$ cat src/rtl/demux_1x4_16bit_reg.sv
// demux_1x4_16bit_reg: 1-to-4 write demux into a 4-entry register bank with write strobes and written flags.
// Ports:
//   clk, rst_n  - rising-edge clock, asynchronous active-low reset
//   D, A1:A0    - write data and register select (A0 = LSB)
//   WE, CLR     - write enable; synchronous clear (CLR wins over WE)
//   Q0..Q3      - registered bank contents
//   WR_STB      - one-hot strobe of the register written on the last edge
//   WRITTEN     - sticky per-register written flags; ALL_WR = all four set
module demux_1x4_16bit_reg #(
  parameter int               WIDTH     = 16,
  parameter logic [WIDTH-1:0] RESET_VAL = '0
) (
  input  logic             clk,
  input  logic             rst_n,
  input  logic [WIDTH-1:0] D,
  input  logic             A0,
  input  logic             A1,
  input  logic             WE,
  input  logic             CLR,
  output logic [WIDTH-1:0] Q0,
  output logic [WIDTH-1:0] Q1,
  output logic [WIDTH-1:0] Q2,
  output logic [WIDTH-1:0] Q3,
  output logic [3:0]       WR_STB,
  output logic [3:0]       WRITTEN,
  output logic             ALL_WR
);
  logic [WIDTH-1:0] q_q [4];
  logic [WIDTH-1:0] q_d [4];
  logic [3:0]       stb_q, stb_d, wr_q, wr_d;
  logic [1:0]       sel;
  always_comb begin
    sel   = {A1, A0};
    stb_d = (CLR || !WE) ? 4'b0000 : 4'b0001 << sel;
    wr_d  = CLR ? 4'b0000 : wr_q | stb_d;
    for (int i = 0; i < 4; i++)
      q_d[i] = CLR ? RESET_VAL : stb_d[i] ? D : q_q[i];
  end
  always_ff @(posedge clk or negedge rst_n) begin
    if (!rst_n) begin
      for (int i = 0; i < 4; i++) q_q[i] <= RESET_VAL;
      stb_q <= '0;
      wr_q  <= '0;
    end else begin
      for (int i = 0; i < 4; i++) q_q[i] <= q_d[i];
      stb_q <= stb_d;
      wr_q  <= wr_d;
    end
  end
  assign Q0      = q_q[0];
  assign Q1      = q_q[1];
  assign Q2      = q_q[2];
  assign Q3      = q_q[3];
  assign WR_STB  = stb_q;
  assign WRITTEN = wr_q;
  assign ALL_WR  = &wr_q;
endmodule

$ cat config.mk
export PLATFORM = sky130hd
export DESIGN_NAME = demux_1x4_16bit_reg
export DESIGN_NICKNAME = d
export VERILOG_FILES = /design/src/rtl/demux_1x4_16bit_reg.sv
export SDC_FILE = /design/constraint.sdc
export NUM_CORES = 1
export LEC_CHECK = 0
export ABC_AREA = 1
export CAP_MARGIN = 40
export CELL_PAD_IN_SITES_DETAIL_PLACEMENT = 0
export CELL_PAD_IN_SITES_GLOBAL_PLACEMENT = 1
export CORE_MARGIN = 8
export CORE_UTILIZATION = 49
export CTS_CLUSTER_SIZE = 16
export DETAILED_ROUTE_END_ITERATION = 16
export DONT_BUFFER_PORTS = 1
export PLACE_DENSITY_LB_ADDON = 0.2
export REMOVE_ABC_BUFFERS = 1
export SLEW_MARGIN = 30
export SYNTH_ARGS = -nofsm -noshare
export SYNTH_HDL_FRONTEND = slang
export SYNTH_SLANG_ARGS = --single-unit
$ cat constraint.sdc
create_clock -name clk -period 1.05 [get_ports clk]
set_input_delay 0.21 -clock clk [delete_from_list [all_inputs] [get_ports clk]]
set_output_delay 0.21 -clock clk [all_outputs]
set_load 0.01 [all_outputs]
# Word-level counts from Yosys, hierarchy flattened
# Cells that the tools add are included.
[word_totals]
reg_bits = 72
wordCells = 25
input_bits = 22
[op_classes]
n_mux = 10
bitwise_logic = 1
n_reduce_logical = 7
shift = 1
[op_table]
columns = ["cell", "n"]
rows = [
  ["2-to-1 mux 16 bit", 8],
  ["2-to-1 mux 4 bit", 2],
  ["nonzero test 2 bit", 4],
  ["OR 4 bit", 1],
  ["AND reduction 4 bit", 1],
  ["left shift 1 x 2 -> 4 bit, first input constant", 1],
  ["zero test 1 bit", 1],
  ["logical OR 1 bit", 1],
]

# Logic depth before layout (Yosys ltp)
# Gate-level depths: netlist of run 1.
[depth]
word_depth = 5
mapped_depth = 7
mapped_depth_nobuf = 6

# Worst setup path after synthesis of run 1
# No wires, ideal clock.
[synth_timing]
kind = "reg2out"
startpoint = "register wr_q[0], in the netlist WRITTEN[0]"
endpoint = "output port ALL_WR"
path_buffers = 0
arrival_ns = 0.740
stages_incl_launch_ff = 3
slack_ns = 0.100
cell_sequence = "dfrtp_1 inv_1 nor3_1"
[synth_via]
elab_chain_cells = 1
[synth_lines]
columns = ["item", "line", "text"]
rows = [
  ["from (decl)", "30", "logic [3:0] stb_q, stb_d, wr_q, wr_d;"],
  ["from (signal assigned)", "47", "wr_q <= wr_d;"],
  ["AND reduction 4 bit", "56", "assign ALL_WR = &wr_q;"],
  ["to (decl)", "26", "output logic ALL_WR"],
]
# Every way passes these cells.

# Final worst setup path of run 1
# Ends and elaborated chain as after synthesis.

==> flow_summary.json, run 1 <==
{
  "hpwl_um": 5350,
  "outcome": "complete, but fails checks",
  "synth_xor_area_share_pct": 0,
  "grt_first_pass_wirelength_um": 13100,
  "fin_crit_ns": 1.30,
  "grt_overflow_total": 0,
  "skew_ns": 0,
  "netlist_area_um2": 2940,
  "violations": "hold timing, setup timing",
  "dr_total_vias": 2276,
  "layout_setup_ws_ns": -0.252,
  "hold_viol_final": 72,
  "antenna_found_initial": 0,
  "r2r_start": "WRITTEN[2]$_DFF_PN0_",
  "min_path_type": "in -> async",
  "rsz0062_at_grt": "true",
  "drc": 0,
  "worstSetupEndpoint": "ALL_WR",
  "r2r_slack_ns": 0.30,
  "final_max_slew_viol_count": 0,
  "synth_top_family_by_area": "simple AND/OR/NAND/NOR gates",
  "clkTransAtPathRegs_ns": 0.07,
  "fp.dieH_um": 93.4,
  "cts_buffers": 9,
  "diodes": 0,
  "ios": 95,
  "yosys.area.top_type": "dfrtp_1",
  "placed_cell_area_um2": 3100,
  "synth-warning-count": 0,
  "reg2regPathDepth": 3,
  "criticalPathCategory": "reg -> out",
  "finalHoldWorstSlack_ns": -0.442,
  "drt_iter0_drc": 130,
  "async_flop_share_pct": 100,
  "clk_latency_ns": 0.33,
  "cts.htree.levels": 3,
  "initial_core_util_pct": 50.2,
  "routedWlPerCell_um": 19.9,
  "setup_viol": 5,
  "start_kind": "flop",
  "multi_input_area_um2": 975,
  "final_layout_size_suffix_gt1_share_pct": 14.1,
  "synth_compound_area_share_pct": 0.341,
  "synth-adder-area-share_pct": 0,
  "die_w_um": 93.4,
  "post-route-period-util_pct": 124,
  "fin_util_pct": 59.8,
  "cts_sinks": 72,
  "grt_pass1_vias": 2259,
  "dr.pass1.iters": 4,
  "core-area_um2": 5850,
  "nets": 366,
  "register_area_um2": 1800,
  "finalSetupTns_ns": -0.543,
  "drt-vias-per-instance": 5.38,
  "crit_fanout": 2,
  "worst_pin_slew_ns": 0.262,
  "cts_tree": "built",
  "p_total_mw": 5.36,
  "synth-edff-count": 0,
  "netlist.area_leader.share_pct": 61.4,
  "synth_ff_type": "dfrtp_1",
  "ys_seq_area_share_pct": 61.4,
  "cp-startpoint": "WRITTEN[0]$_DFF_PN0_",
  "ys_types": 16,
  "placementRows": 28,
  "gp_congestion": 0.715,
  "power_density_nw_per_um2": 1530,
  "groute.usage.overall_pct": 19.8,
  "synth_commonest_cells": "nand2_1 (102), nand3_1 (96), dfrtp_1 (72)",
  "syn_inst": 310,
  "synthSimpleGateAreaFrac_pct": 32.7,
  "endpoint_kind": "output port",
  "portBuffers": 0,
  "maxSlewHeadroom_pct": 82.5,
  "cp.required_ns": 0.84,
  "antenna_left": 0,
  "fillers": 525,
  "cap_violations": 0,
  "worst_r2r_endpoint": "WRITTEN[2]$_DFF_PN0_",
  "synth-seq-cells": 72,
  "synth.most_common_cell": "nand2_1",
  "vdd_ir_drop_max_mv": 0.880,
  "synth_area_per_cell_um2": 9.47,
  "finalWirelength_um": 8420,
  "synth_area_leaders": "dfrtp_1 (61%), nand3_1 (16%), nand2_1 (13%)",
  "crit_arrival_ns": 1.09,
  "die-area_um2": 8720,
  "area_delta_synth_final_pct": 19.1,
  "root_buffer": "clkbuf_8",
  "fmax_ghz": 0.768,
  "final_cell_area_um2": 3500,
  "placed_cells": 387,
  "stdcell_count": 423,
  "synthMuxAreaShare_pct": 0,
  "clock_path_buffers": 2,
  "power_leakage_nw": 1.96,
  "grt_max_degree": 73
}
[final cells by class]
class | instances | area share [%]
Clock buffer | 12 | 4.44
Clock inverter | 3 | 0.501
Inverter | 11 | 1.32
Multi-Input combinational cell | 209 | 27.9
Sequential cell | 72 | 51.5
Tap cell | 75 | 2.68
Timing Repair Buffer | 41 | 11.7
[stage by stage]
step,hold WS [ns],worst slack [ns]
after floorplan,-0.0856,-0.396
after global placement,-0.0836,0.114
after detailed placement,-0.0838,0.0886
after CTS,-0.459,-0.214
after global routing,-0.467,-0.326
final,-0.442,-0.252
[state kept, by name (all words and copies together), names as in the netlist]
signal,cells
Q1,16
WRITTEN,4
WR_STB,4
Q3,16
Q0,16
Q2,16
[how the worst min path moves through the flow]
| stage | startpoint | endpoint | slack (ns) |
|---|---|---|---|
| final | rst_n | Q0[7]$_DFFE_PN0P_ | -0.44 |
| after global routing | rst_n | Q0[7]$_DFFE_PN0P_ | -0.47 |
| after CTS | rst_n | Q3[6]$_DFFE_PN0P_ | -0.46 |
| after detailed placement | rst_n | Q0[7]$_DFFE_PN0P_ | -0.08 |
| after global placement | rst_n | Q0[7]$_DFFE_PN0P_ | -0.08 |
| after floorplan | rst_n | Q0[0]$_DFFE_PN0P_ | -0.09 |
[metal layers]
layer  share of wire [%]  GRT usage [%]
met1                  41           24.8
met5                   0              0
met3                  10           7.29
met4                 2.1           8.59
met2                  46           30.1
[power by group]
part	leakage [nW]	switching, mW	internal [mW]	total [mW]
sequential	0.988	0.119	2.87	2.99
combinational	0.881	0.237	0.173	0.410
clock	0.0882	1.00	0.967	1.97
total	1.96	1.36	4.01	5.36
[worst max-delay path, stage by stage (launching register included)]
cell and delay (ns):
dfrtp_1 0.38, inv_2 0.05, nor3_2 0.18, buf_4 0.15
[placed cells by master (no fill, tap or decap), drive strengths merged]
| master | instances |
|---|---|
| dlygate4sd3 | 19 |
| nor3 | 1 |
| clkinvlp | 1 |
| nand2 | 106 |
| o21ai | 2 |
| clkbuf | 12 |
| inv | 11 |
| buf | 22 |
| dfrtp | 72 |
| nand3 | 96 |
| clkinv | 2 |
| nor2 | 4 |
[logic make-up (layout without fill, tap and decap cells)]
family                 Yosys count  after routing
buffers and inverters           29             67
flip-flops                      72             72
AND/OR/NAND/NOR                207            207
AO/OA/AOI/OAI                    2              2
[timing repair]
action,CTS,global route
gates resized for setup,5,1
endpoints found under the setup margin,5,5
pin swaps,0,0
endpoints found under the hold margin,117,74
buffers inserted,1,1
hold buffers,17,2
Power figures use the tool's default switching activity.
==> run 2, diff against run 1 <==
Settings changed: CORE_MARGIN 8 to 3.
==> flow_summary.json, run 2 (synthesized netlist as in run 1, its figures left out) <==
{
  "outcome": "complete, but fails checks",
  "violations": "hold timing, setup timing",
  "final_cell_area_um2": 3470,
  "cts_tree": "built",
  "finalHoldWorstSlack_ns": -0.438,
  "final_max_slew_viol_count": 0,
  "clk_latency_ns": 0.34,
  "power_leakage_nw": 1.94,
  "cts_buffers": 9,
  "groute.usage.overall_pct": 23.0,
  "p_comb_share_pct": 7.1,
  "ios": 95,
  "setup_viol": 5,
  "multi_input_area_um2": 975,
  "hold_viol_final": 72,
  "p_total_mw": 5.50,
  "core-area_um2": 5640,
  "skew_ns": 0,
  "power_density_nw_per_um2": 1580,
  "drt-vias-per-instance": 5.53,
  "die_w_um": 83.4,
  "cts.htree.levels": 3,
  "cts_sinks": 72,
  "fp.dieH_um": 83.4,
  "mostFrequentLayoutCells": "nand2_1 (102), nand3_1 (96), dfrtp_1 (72)",
  "rsz0062_at_grt": "true",
  "stdcell_count": 417,
  "initial_core_util_pct": 52.0,
  "cp.required_ns": 0.84,
  "antenna_found_initial": 0,
  "clock_path_buffers": 2,
  "maxSlewHeadroom_pct": 83.2,
  "criticalPathCategory": "reg -> out",
  "placementRows": 27,
  "crit_arrival_ns": 1.05,
  "grt_first_pass_wirelength_um": 12600,
  "fin_crit_ns": 1.26,
  "grt_pass1_vias": 2229,
  "grt_max_degree": 73,
  "r2r_slack_ns": 0.21,
  "hpwl_um": 4750,
  "clkTransAtPathRegs_ns": 0.07,
  "post-route-period-util_pct": 120,
  "final_common_cell": "nand2_1",
  "dr_total_vias": 2305,
  "crit_chain": "inv_1 -> nor3_2 -> buf_4",
  "register_area_um2": 1800,
  "finalWirelength_um": 7760,
  "root_buffer": "clkbuf_8",
  "drc": 0,
  "min_path_type": "in -> async",
  "crit_fanout": 2,
  "slowest_stage": "dfrtp_1",
  "endpoint_kind": "output port",
  "slowest_delay_ns": 0.34,
  "antenna_left": 0,
  "pwr-share-seq_pct": 54.3,
  "worst_pin_slew_ns": 0.251,
  "die-area_um2": 6950,
  "dr.pass1.iters": 5,
  "drt_iter0_drc": 161,
  "switching_share_pct": 23.9,
  "portBuffers": 0,
  "fillers": 474,
  "vdd_ir_drop_max_mv": 1.21,
  "diodes": 0,
  "fmax_ghz": 0.795,
  "cap_violations": 0,
  "layout_setup_ws_ns": -0.209,
  "final_layout_size_suffix_gt1_share_pct": 13.0,
  "nets": 363,
  "intPower_mw": 4.18,
  "start_kind": "flop",
  "switchingPower_mw": 1.32,
  "gp_congestion": 0.743,
  "p_clk_share_pct": 38.6,
  "area_delta_synth_final_pct": 18.2,
  "routedWlPerCell_um": 18.6,
  "placed_cells": 382,
  "placed_cell_area_um2": 3070,
  "grt_overflow_total": 0
}
## run 2: critical path: cells and delay by family (launching register included)
family        cells  cell delay, ns
flops             1            0.34
buf+inv           2            0.20
simple gates      1            0.17
## run 2: worst paths after layout
kind | from | endpoint | cells after the start
setup / recovery | WRITTEN[0]$_DFF_PN0_ | ALL_WR | 3
hold / removal | rst_n | Q1[2]$_DFFE_PN0P_ | 0
setup reg to reg | WRITTEN[2]$_DFF_PN0_ | WRITTEN[2]$_DFF_PN0_ | 4
hold reg to reg | Q3[0]$_DFFE_PN0P_ | Q3[0]$_DFFE_PN0P_ | 2
max in group asynchronous | rst_n | Q2[4]$_DFFE_PN0P_ | 0
min in group clk | D[8] | Q2[8]$_DFFE_PN0P_ | 2
## run 2: area by class of cell
type / instances / share of cell area (%)
Inverter: 11 / 1.33
Sequential cell: 72 / 51.9
Clock inverter: 3 / 1.23
Multi-Input combinational cell: 209 / 28.1
Clock buffer: 12 / 4.18
Timing Repair Buffer: 38 / 10.7
Tap cell: 72 / 2.60
## run 2: per-layer routing
metal / track usage (%) / wire [um]
met3: 7.74 / 724
met4: 8.17 / 51
met1: 30.8 / 3320
met2: 34.8 / 3670
met5: 0 / 0
## run 2: timing repair
action,4_1_cts,5_1_grt
endpoints found under the setup margin,5,5
hold buffers,17,1
endpoints found under the hold margin,109,73
setup buffers,1,1
gates resized for setup,3,2
## run 2: through the flow
stage               utilization (%)  hold slack [ns]  worst slack [ns]  setup TNS (ns)
floorplan                         -          -0.0856            -0.396          -26.09
global placement               54.4          -0.0838            0.0740               0
detailed placement             54.4          -0.0838            0.0629               0
CTS                            61.1           -0.452            -0.223          -0.415
global route                   61.5           -0.462            -0.285          -0.678
finish                         61.5           -0.438            -0.209          -0.460
## run 2: power by group through the flow
stage | logic (mW) | clock network [mW] | registers (mW)
3_5_place_dp | 0.311 | 0 | 3.04
6_report | 0.392 | 2.12 | 2.98
5_1_grt | 0.428 | 2.30 | 2.99
2_1_floorplan | 0.182 | 0 | 3.02
3_3_place_gp | 0.305 | 0 | 3.04
4_1_cts | 0.383 | 2.16 | 2.98
==> run 3, diff against run 2 <==
Settings changed: CAP_MARGIN 40 to 10.
==> results of run 3 <==
Same layout as run 2: the final DEF is identical, and so are final timing and power.
